$ cat src/rtl/lfsr_gen.sv
// lfsr_gen: parametrised Fibonacci LFSR pseudo-random word source.
// The state shifts right and the tap parity enters at the MSB. Each accepted
// word advances the state by STEP single-bit shifts in one cycle. The output
// is a valid/ready stream that never withdraws a presented word. A zero state
// is replaced by SEED, and this raises a sticky lockup flag.
module lfsr_gen #(
  parameter int               WIDTH = 32,
  parameter logic [WIDTH-1:0] TAPS  = 32'hEA000001,
  parameter logic [WIDTH-1:0] SEED  = 32'h974CA351,
  parameter int               STEP  = 1,
  parameter int               OUT_W = 8
) (
  input  logic             clk,
  input  logic             rst,
  input  logic             enable,
  input  logic             load,
  input  logic [WIDTH-1:0] seed_in,
  input  logic             out_ready,
  output logic             out_valid,
  output logic [OUT_W-1:0] out_data,
  output logic [WIDTH-1:0] state,
  output logic             lockup,
  output logic [31:0]      adv_count
);

  logic [WIDTH-1:0] state_reg, state_next;
  logic             out_valid_reg, out_valid_next;
  logic             lockup_reg, lockup_next;
  logic [31:0]      adv_count_reg, adv_count_next;
  logic             fire;

  // step_chain[k] is the current state after k single-bit shifts.
  logic [WIDTH-1:0] step_chain [0:STEP];

  assign step_chain[0] = state_reg;

  generate
    for (genvar gi = 0; gi < STEP; gi++) begin : g_step
      assign step_chain[gi+1] = {^(step_chain[gi] & TAPS), step_chain[gi][WIDTH-1:1]};
    end
  endgenerate

  // A word is consumed only when it is presented and accepted.
  // A concurrent load drops the word.
  assign fire = out_valid_reg & out_ready & ~load;

  // Next-state selection: load beats the zero guard, which beats an advance.
  always_comb begin
    state_next     = state_reg;
    lockup_next    = lockup_reg;
    adv_count_next = adv_count_reg;
    out_valid_next = enable;

    if (load) begin
      adv_count_next = 32'd0;
      if (seed_in != '0) begin
        state_next  = seed_in;
        lockup_next = 1'b0;
      end else begin
        state_next  = SEED;
        lockup_next = 1'b1;
      end
    end else if (state_reg == '0) begin
      state_next  = SEED;
      lockup_next = 1'b1;
    end else if (fire) begin
      state_next     = step_chain[STEP];
      adv_count_next = adv_count_reg + 32'd1;
    end

    // A presented word stays valid until it is taken. A load cancels it.
    if (load) begin
      out_valid_next = 1'b0;
    end else if (out_valid_reg && !out_ready) begin
      out_valid_next = 1'b1;
    end
  end

  // State registers with synchronous reset to the SEED state.
  always_ff @(posedge clk) begin
    if (rst) begin
      state_reg     <= SEED;
      out_valid_reg <= 1'b0;
      lockup_reg    <= 1'b0;
      adv_count_reg <= 32'd0;
    end else begin
      state_reg     <= state_next;
      out_valid_reg <= out_valid_next;
      lockup_reg    <= lockup_next;
      adv_count_reg <= adv_count_next;
    end
  end

  assign state     = state_reg;
  assign out_data  = state_reg[OUT_W-1:0];
  assign out_valid = out_valid_reg;
  assign lockup    = lockup_reg;
  assign adv_count = adv_count_reg;

endmodule

$ cat config.mk
export PLATFORM = sky130hd
export DESIGN_NAME = lfsr_gen
export DESIGN_NICKNAME = d
export VERILOG_FILES = /design/src/rtl/lfsr_gen.sv
export SDC_FILE = /design/constraint.sdc
export NUM_CORES = 1
export LEC_CHECK = 0
export BUFFER_PORTS_ARGS = -buffer_cell sky130_fd_sc_hd__buf_4
export CAP_MARGIN = 25
export CORE_MARGIN = 2
export CORE_UTILIZATION = 50
export CTS_BUF_LIST = sky130_fd_sc_hd__clkbuf_16
export CTS_CLUSTER_DIAMETER = 80
export DETAILED_ROUTE_END_ITERATION = 12
export HOLD_SLACK_MARGIN = 0.1
export PLACE_DENSITY = 0.89
export SYNTH_ARGS = -nofsm -noshare
export SYNTH_HDL_FRONTEND = slang
export SYNTH_SLANG_ARGS = --single-unit
$ cat constraint.sdc
create_clock -name clk -period 3.7 [get_ports clk]
set_clock_uncertainty 0.05 [all_clocks]
set_input_delay 0.74 -clock clk [delete_from_list [all_inputs] [get_ports clk]]
set_output_delay 0.74 -clock clk [all_outputs]
set_load 0.03 [all_outputs]
==> results.sh <==
export IMPL_outcome="finished, final reports clean"
export IMPL_timing_final_max_slew_violations=0
export IMPL_ant_nets=0
export IMPL_dp_hpwl_um=6960
export IMPL_portBuffers=110
export IMPL_fin_nets=541
export IMPL_core_area_um2=6350
export IMPL_cp_top_family="compound AO/OA/AOI/OAI gates"
export IMPL_fillers=493
export IMPL_cts_root_buf="clkbuf_16"
export IMPL_start_util_pct=51.9
export IMPL_synth_largest_area_cell="dfxtp_1"
export IMPL_fin_crit_ns=2.94
export IMPL_seq_area_frac_synth_pct=40.1
export IMPL_crit_type="reg2reg"
export IMPL_grt_ovfl_total=0
export IMPL_route_vias_total=3604
export IMPL_fin_setup_tns_ns=0
export IMPL_fin_ws_ns=0.755
export IMPL_worst_pin_slew_ns=0.917
export IMPL_period_share_pct=79.6
export IMPL_synthTopCellsByArea="dfxtp_1 (40%), nand2_1 (6.5%), a21oi_1 (5.3%)"
export IMPL_ctsHtreeMaxLevel=3
export IMPL_fmax_mhz=340
export IMPL_post_cts_resized=0
export IMPL_synth_edff_count=0
export IMPL_powerDensity_nw_per_um2=421
export IMPL_cp_required_ns=3.90
export IMPL_rsz0062_at_grt="false"
export IMPL_crit_start="state[11]"
export IMPL_hold_class="reg2reg"
export IMPL_drt_iter0_markers=343
export IMPL_synth_area_per_cell_um2=8.06
export IMPL_startpoint_type="register"
export IMPL_synth_distinct_cells=47
export IMPL_ys_ff_latch=66
export IMPL_viasPerCell=6.17
export IMPL_syn_inst=409
export IMPL_antenna_found_initial=0
export IMPL_rr_startpoint="state[11]"
export IMPL_ctsHoldBuffers=0
export IMPL_hold_start="adv_count[31]"
export IMPL_diodes=0
export IMPL_final_hold_violation_count=0
export IMPL_synth_top_cell_area_share_pct=40.1
export IMPL_grt_max_degree=36
export IMPL_grt_pass1_wl_um=15700
export IMPL_crit_arrival_ns=3.15
export IMPL_synth_cell_area_um2=3300
export IMPL_final_design_area_no_fill_um2=4380
export IMPL_leakage_nw=1.73
export IMPL_clock_sinks=66
export IMPL_cp_slowest_stage_delay_ns=0.95
export IMPL_path_buf_inv=0
export IMPL_placed_area_um2=4090
export IMPL_die_w_um=85.2
export IMPL_path_clk_slew_ns=0.05
export IMPL_drive_gt1_share_pct=27.8
export IMPL_maxCapViolCount=0
export IMPL_dr_pass1_iters=5
export IMPL_place_gp_congestion=0.902
export IMPL_setup_violations_final=0
export IMPL_fp_dieH_um=85.2
export IMPL_place_ws_ns=0.883
export IMPL_async_flop_share_pct=0
export IMPL_slew_headroom_pct=38.6
export IMPL_synth_warnings=0
export IMPL_cts_made_buffers=9
export IMPL_grt_pass1_vias=3320
export IMPL_final_cell_mix="buf_4 (114), dfxtp_1 (66), nand2_1 (57), nor2_1 (36), a21oi_1 (34)"
export IMPL_path_max_fanout=14
export IMPL_cts_tree="built"
export IMPL_grtUsageTotal_pct=27.0
export IMPL_synthFlopType="dfxtp_1"
export IMPL_post_cts_repair_setup_buffers=0
export IMPL_vdd_ir_drop_max_uv=306
export IMPL_path_cells="nor4_1 -> nand4_1 -> o211ai_1 -> o21ai_0 -> a21oi_1"
export IMPL_critPathSlowestCell="o211ai_1"
export IMPL_drc=0
export IMPL_dieArea_um2=7260
export IMPL_ioPinCount=111
export IMPL_worst_setup_path_end_kind="register"
export IMPL_drt_total_wl_um=9950
export IMPL_wl_per_cell_um=17.0
export IMPL_fp_row_count=29
export IMPL_cts_buffer_depth=2
export IMPL_insertion_delay_ns=0.33
export IMPL_synth_nets=448
export IMPL_area_growth_pct=32.8
export IMPL_layout_commonest_cell="buf_4"
## synthesized netlist by cell type (all sizes together) (6+ instances only)
cell type	instances
o2bb2ai	14
inv	6
nor2	37
or4	8
o2111ai	7
a21oi	35
nand3	6
o211ai	7
clkbuf	20
nand4	11
dfxtp	66
o31ai	6
xor2	12
nand2	59
o21ai	31
nor4	16
or3	12
buf	12
a211oi	16
## power breakdown
group          leakage [nW]  internal [mW]  switching, mW
Clock                 0.144          0.513          0.301
Sequential            0.540          0.737         0.0326
Combinational          1.05          0.102          0.157
Total                  1.73           1.35          0.490
## routing by layer
metal / vias to the layer above / track usage, % / routed length, um
met4: 0 / 11.5 / 223
met1: 1666 / 33.4 / 3980
met2: 218 / 45.5 / 4800
met3: 22 / 5.35 / 949
li1: 1698 / - / -
met5: - / 0 / 0
## final timing paths
check,end,depth (start not counted),slack [ns]
min reg2reg,adv_count[31],2,0.45
max reg2reg,adv_count[31],5,0.76
min,adv_count[31],2,0.45
max,adv_count[31],5,0.76
## metrics by stage
stage | total power, mW | cells | util [%] | hold WS, ns
after floorplan | 0.933 | 409 | - | 0.559
after global placement | 1.03 | 568 | 64.4 | 0.415
after detailed placement | 1.04 | 568 | 64.4 | 0.441
after CTS | 1.84 | 584 | 68.9 | 0.452
after global routing | 1.89 | 584 | 68.9 | 0.489
final | 1.84 | 584 | 68.9 | 0.450
## logic make-up after synthesis
logic type      count (synthesis)  share of synthesized area, %
xor+xnor                       17                          4.52
simple gates                  165                          25.4
compound gates                121                          23.7
fa+ha+maj                       2                         0.759
buf+inv                        38                          5.58
flops                          66                          40.1
## worst register-to-register path: stages, from the launching register on
cell	delay, ns
dfxtp_1	0.34
nor4_1	0.54
nand4_1	0.61
o211ai_1	0.95
o21ai_0	0.23
a21oi_1	0.15
## final cells by class
class                           instances  area, um2  area share (%)
Clock buffer                            9        225            5.14
Clock inverter                          7       62.6            1.43
Inverter                                6       22.5           0.514
Multi-Input combinational cell        305       1790            41.0
Sequential cell                        66       1320            30.2
Tap cell                               77       96.3            2.20
Timing Repair Buffer                  114        856            19.5
No activity file was read; power rests on OpenSTA's default activity.
